### src/rtl/cpu_player.sv
// Computer-opponent press generator: emits fixed-shape press pulses whose
// start is gated by an LFSR-vs-level threshold, for the Tug of War game.
module cpu_player #(
    parameter int unsigned LFSR_W = 10,
    parameter int unsigned HOLD   = 2,
    parameter int unsigned GAP    = 2
) (
    input  logic              clk,
    input  logic              reset,
    input  logic              enable,
    input  logic [LFSR_W-1:0] level,
    output logic              press,
    output logic              busy,
    output logic [7:0]        press_count
);

    localparam int unsigned CNT_W = 4;

    localparam logic [1:0] S_IDLE  = 2'd0;
    localparam logic [1:0] S_PRESS = 2'd1;
    localparam logic [1:0] S_GAP   = 2'd2;

    logic [1:0]        state;
    logic [1:0]        state_nxt;
    logic [CNT_W-1:0]  cnt;
    logic [CNT_W-1:0]  cnt_nxt;
    logic [LFSR_W-1:0] lfsr;
    logic [LFSR_W-1:0] lfsr_nxt;
    logic              fire;

    // XNOR Fibonacci, taps 10 and 7; all-ones is the unreachable lock-up state
    assign lfsr_nxt = {lfsr[LFSR_W-2:0], ~(lfsr[LFSR_W-1] ^ lfsr[LFSR_W-4])};

    // Next-state and counter decode
    always_comb begin
        state_nxt = state;
        cnt_nxt   = cnt;
        fire      = 1'b0;
        case (state)
            S_IDLE: begin
                if (enable && (lfsr < level)) begin
                    state_nxt = S_PRESS;
                    cnt_nxt   = CNT_W'(HOLD - 1);
                    fire      = 1'b1;
                end
            end
            S_PRESS: begin
                if (cnt == '0) begin
                    state_nxt = S_GAP;
                    cnt_nxt   = CNT_W'(GAP - 1);
                end else begin
                    cnt_nxt = cnt - CNT_W'(1);
                end
            end
            S_GAP: begin
                if (cnt == '0) begin
                    state_nxt = S_IDLE;
                end else begin
                    cnt_nxt = cnt - CNT_W'(1);
                end
            end
            default: begin
                state_nxt = S_IDLE;
                cnt_nxt   = '0;
            end
        endcase
    end

    // State, LFSR and registered Moore outputs
    always_ff @(posedge clk) begin
        if (reset) begin
            state       <= S_IDLE;
            cnt         <= '0;
            lfsr        <= '0;
            press       <= 1'b0;
            busy        <= 1'b0;
            press_count <= 8'd0;
        end else begin
            state <= state_nxt;
            cnt   <= cnt_nxt;
            lfsr  <= lfsr_nxt;
            press <= (state_nxt == S_PRESS);
            busy  <= (state_nxt != S_IDLE);
            if (fire && (press_count != 8'hFF)) begin
                press_count <= press_count + 8'd1;
            end
        end
    end

endmodule

### config.mk
export PLATFORM = sky130hd
export DESIGN_NAME = cpu_player
export DESIGN_NICKNAME = d
export VERILOG_FILES = /design/src/rtl/cpu_player.sv
export SDC_FILE = /design/constraint.sdc
export NUM_CORES = 1
export LEC_CHECK = 0
export ABC_AREA = 1
export CAP_MARGIN = 40
export CORE_ASPECT_RATIO = 1.1
export CORE_MARGIN = 1
export CORE_UTILIZATION = 45
export CTS_BUF_LIST = sky130_fd_sc_hd__clkbuf_4
export CTS_CLUSTER_DIAMETER = 200
export CTS_CLUSTER_SIZE = 14
export DETAILED_ROUTE_END_ITERATION = 12
export GPL_TIMING_DRIVEN = 0
export PLACE_DENSITY = 0.69
export SETUP_SLACK_MARGIN = 0.1
export SLEW_MARGIN = 20
export SYNTH_ARGS = -nofsm -noshare
export SYNTH_HDL_FRONTEND = slang
export SYNTH_SLANG_ARGS = --single-unit
### constraint.sdc
create_clock -name clk -period 3.81 [get_ports clk]
set_input_delay 1.143 -clock clk [delete_from_list [all_inputs] [get_ports clk]]
set_output_delay 1.143 -clock clk [all_outputs]
set_load 0.005 [all_outputs]
==> Flow_metrics.wiki <==
{| class="wikitable"
! Metric !! Value
|-
| Outcome || finished, final reports clean
|-
| Cell variety after synth || 21
|-
| Worst slew margin || 66.4%
|-
| Shortest period the worst path allows || 2.63 ns
|-
| Classification of the worst-slack hold path || flop to flop
|-
| Number of clock buffers inserted by TritonCTS || 3
|-
| Final Total Pwr || 0.637 mW
|-
| Mapped Area || 1450 um2
|-
| Core region area || 3050 um2
|-
| Via count of the first global-routing pass || 1105
|-
| Post-synth top area share || 36.0%
|-
| Max stage delay cell, worst path || sky130_fd_sc_hd__clkdlybuf4s50_1
|-
| FILL cells || 295
|-
| Die Ht || 61.5 um
|-
| FF-to-FF End || press_count[6]$_SDFFE_PP0P_
|-
| Cells on worst reg2reg path || 11
|-
| Data required time at the worst endpoint || 4.04 ns
|-
| Sum of negative setup slack || 0 ns
|-
| Clock Pin Slew Worst Setup and Hold Paths || 0.14 ns
|-
| GRT Residual Overflow || 0
|-
| PostCTS Resize Cnt || 0
|-
| Primary flip-flop cell chosen by synthesis mapping || sky130_fd_sc_hd__dfxtp_1
|-
| DRC marker count from the first detailed-route iteration || 45
|-
| Critical path's most frequent cell || sky130_fd_sc_hd__nand2_1
|-
| Clock net sink count || 26
|-
| DR vias || 1249
|-
| Number of buffer and inverter stages on the critical path || 3
|-
| Commonest cells in the netlist || sky130_fd_sc_hd__inv_1, sky130_fd_sc_hd__nand2_1, sky130_fd_sc_hd__dfxtp_1, sky130_fd_sc_hd__nor2_1, sky130_fd_sc_hd__nand3_1
|-
| Category of cells accounting for the largest share of critical-path delay || simple AND/OR/NAND/NOR gates
|-
| Number of enable flip-flop cells after synthesis || 0
|-
| Remaining number of nets flagged by the antenna check after routing || 0
|-
| Clock tree from TritonCTS || built
|-
| Period Utilization, post-route || 69.0%
|-
| Global routing usage summed across all routing layers || 15.8%
|-
| Seq cells post-synth || 26
|-
| Hold violation total from the final report || 0
|-
| Number of setup buffers added after CTS || 0
|-
| Initial cell density of the core || 47.5%
|-
| Peak clock frequency supported by timing || 380 MHz
|-
| Clk_skew || 0.00117 ns
|-
| Final wirelength || 2.53 mm
|-
| Min-Delay Path Depth || 2
|-
| DRC violations left || 0
|-
| Pins over their slew limit || 0
|-
| Start point of the worst min-delay path || lfsr[8]$_SDFF_PP0_
|-
| Static Leakage || 0.835 nW
|-
| Sum of net half-perimeters after detailed placement || 1.93 mm
|-
| Worst-path fanout max || 5
|-
| IO buf count || 21
|-
| Worst-case clock buffer depth || 2
|-
| Footprint of the flip-flops and latches || 520 um2
|-
| Final non-filler cell area || 1750 um2
|-
| Power density over cell area || 364 nW/um2
|-
| Cell chosen for the clock root || sky130_fd_sc_hd__clkbuf_4
|-
| Share of final-layout standard cells stronger than drive strength 1 || 8.23%
|-
| Initial antenna violation count || 0
|-
| Worst-skew pair later-pin latency || 0.32 ns
|-
| Average via count per standard cell || 4.71
|-
| Unrepaired setup endpoints after global routing || no
|-
| RD Place Congestion || 0.822
|-
| Total area of multi-input combinational cells || 753 um2
|-
| Routed wire per std cell || 9.56 um
|-
| Ports || 23
|-
| Max-cap check violation count || 0
|-
| Transition at the pin with the smallest max-transition slack || 0.504 ns
|-
| Leading cell type by number of instances after synthesis || sky130_fd_sc_hd__inv_1
|-
| Per-instance average area after synthesis || 7.02 um2
|-
| Crit Path Category || input port to flop
|-
| Number of endpoints failing setup at the final stage || 0
|-
| Setup slack on the worst flop-to-flop path || 2.17 ns
|-
| CTS H-tree depth || 1
|-
| Critical Path AT || 2.86 ns
|-
| Share of the yosys chip area belonging to registers || 36.0%
|-
| Kind of start point of the critical path || input port
|-
| Crit end category || flop
|-
| Area post-placement || 1700 um2
|-
| Area added between synthesis and finish || 21.1%
|-
| DIE AREA || 3450 um2
|-
| Max IR drop VDD || 0.225 mV
|-
| Fraction of synthesis flops using an asynchronous set or reset pin || 0%
|-
| Global-route wire length before repair || 4.31 mm
|-
| CTS Hold Buffers Added || 0
|-
| Number of placement rows || 21
|-
| Critical path, cell by cell || clkdlybuf4s50_1, inv_1, ha_1, nand2_1, inv_1, nand2_1, nand2_1, nand2_2, nand4_1, nor2_2, nand2_1, nand2_1, nor2_2
|-
| Startpoint of the most critical register-to-register path || lfsr[5]$_SDFF_PP0_
|-
| Cell taking the most area after synthesis || sky130_fd_sc_hd__dfxtp_1
|-
| Dominant cells by area after synthesis || sky130_fd_sc_hd__dfxtp_1, sky130_fd_sc_hd__inv_1, sky130_fd_sc_hd__ha_1, sky130_fd_sc_hd__nand2_1, sky130_fd_sc_hd__nor2_1
|-
| Final antenna diode count || 0
|-
| Post-synthesis cell count || 206
|-
| Pin count of the biggest net entering global routing || 16
|-
| Width of the die || 56.1 um
|-
| Synthesis Warnings || 0
|-
| Hold EP || lfsr[9]$_SDFF_PP0_
|-
| Nets in the synthesized netlist || 231
|-
| CP max stage delay || 0.45 ns
|-
| Worst Hold Slack || 0.432 ns
|-
| First-pass detailed-route iteration total || 4
|-
| Net total in the final layout || 257
|}
## power breakdown
part	total (mW)	internal, mW	switching, mW
clock	0.190	0.106	0.0834
sequential	0.303	0.290	0.0136
combinational	0.144	0.0635	0.0805
## metal layers
layer	GRT usage, %	up-vias	part of all wire [%]
met5	0	-	0
met4	6.27	0	0.83
met3	1.89	2	3.0
met2	29.3	16	48
met1	19.0	547	49
li1	-	684	-
## layout by cell type, fill, tap and decap left out, drive strengths merged, types with 2 or more instances in the layout
master and count:
inv 44, dfxtp 26, nand3b 3, a21oi 14, ha 12, nand4 5, nand3 16, o21ai 4
xnor2 2, clkdlybuf4s50 21, clkbuf 4, xor2 4, nor2 31, nand2 43
## state kept, by name, indices dropped and copies added, names as in the netlist
| name | cells |
|---|---|
| cnt | 4 |
| busy | 1 |
| press | 1 |
| state | 2 |
| press_count | 8 |
| lfsr | 10 |
## worst max-delay path by stage
stage                         from                           to  slack [ns]  depth (start not counted)
after floorplan           level[5]  press_count[6]$_SDFFE_PP0P_        1.47                         12
after global placement    level[5]  press_count[7]$_SDFFE_PP0P_        0.84                         12
after detailed placement  level[5]  press_count[7]$_SDFFE_PP0P_        0.85                         12
after CTS                 level[5]  press_count[7]$_SDFFE_PP0P_        1.19                         12
after global routing      level[5]  press_count[3]$_SDFFE_PP0P_        1.02                         10
final                     level[5]  press_count[6]$_SDFFE_PP0P_        1.18                         13
## cell families (layout without fill, tap and decap cells)
kind of cell    Yosys count  in the layout  share of synthesized area (%)
buf+inv                  46             71                           11.9
xor+xnor                  6              6                           3.63
compound gates           18             18                           6.49
flops                    26             26                           36.0
fa+ha+maj                12             12                           10.4
simple gates             98             98                           31.6
## worst reg2reg max path, stage by stage, from the launching register on
cell	delay [ns]
sky130_fd_sc_hd__dfxtp_1	0.34
sky130_fd_sc_hd__ha_1	0.28
sky130_fd_sc_hd__nand2_1	0.09
sky130_fd_sc_hd__inv_1	0.04
sky130_fd_sc_hd__nand2_1	0.05
sky130_fd_sc_hd__nand2_1	0.06
sky130_fd_sc_hd__nand2_2	0.10
sky130_fd_sc_hd__nand4_1	0.19
sky130_fd_sc_hd__nor2_2	0.23
sky130_fd_sc_hd__nand2_1	0.07
sky130_fd_sc_hd__nand2_1	0.07
sky130_fd_sc_hd__nor2_2	0.04
## final cells by class
| cell class | count | share of cell area (%) |
|---|---|---|
| multi-input cells | 134 | 43.0 |
| flip-flops and latches | 26 | 29.7 |
| repair buffers | 21 | 12.0 |
| inverters | 44 | 9.43 |
| well taps | 34 | 2.43 |
| clock inverters | 1 | 1.71 |
| clock buffers | 3 | 1.29 |
| plain buffers | 2 | 0.429 |
## stage by stage
stage / setup slack (ns) / cells / util [%]
CTS: 1.19 / 265 / 57.5
global route: 1.02 / 265 / 57.5
global placement: 0.842 / 261 / 55.7
detailed placement: 0.848 / 261 / 55.7
floorplan: 1.47 / 206 / -
finish: 1.18 / 265 / 57.5
Power figures use the tool's default switching activity.
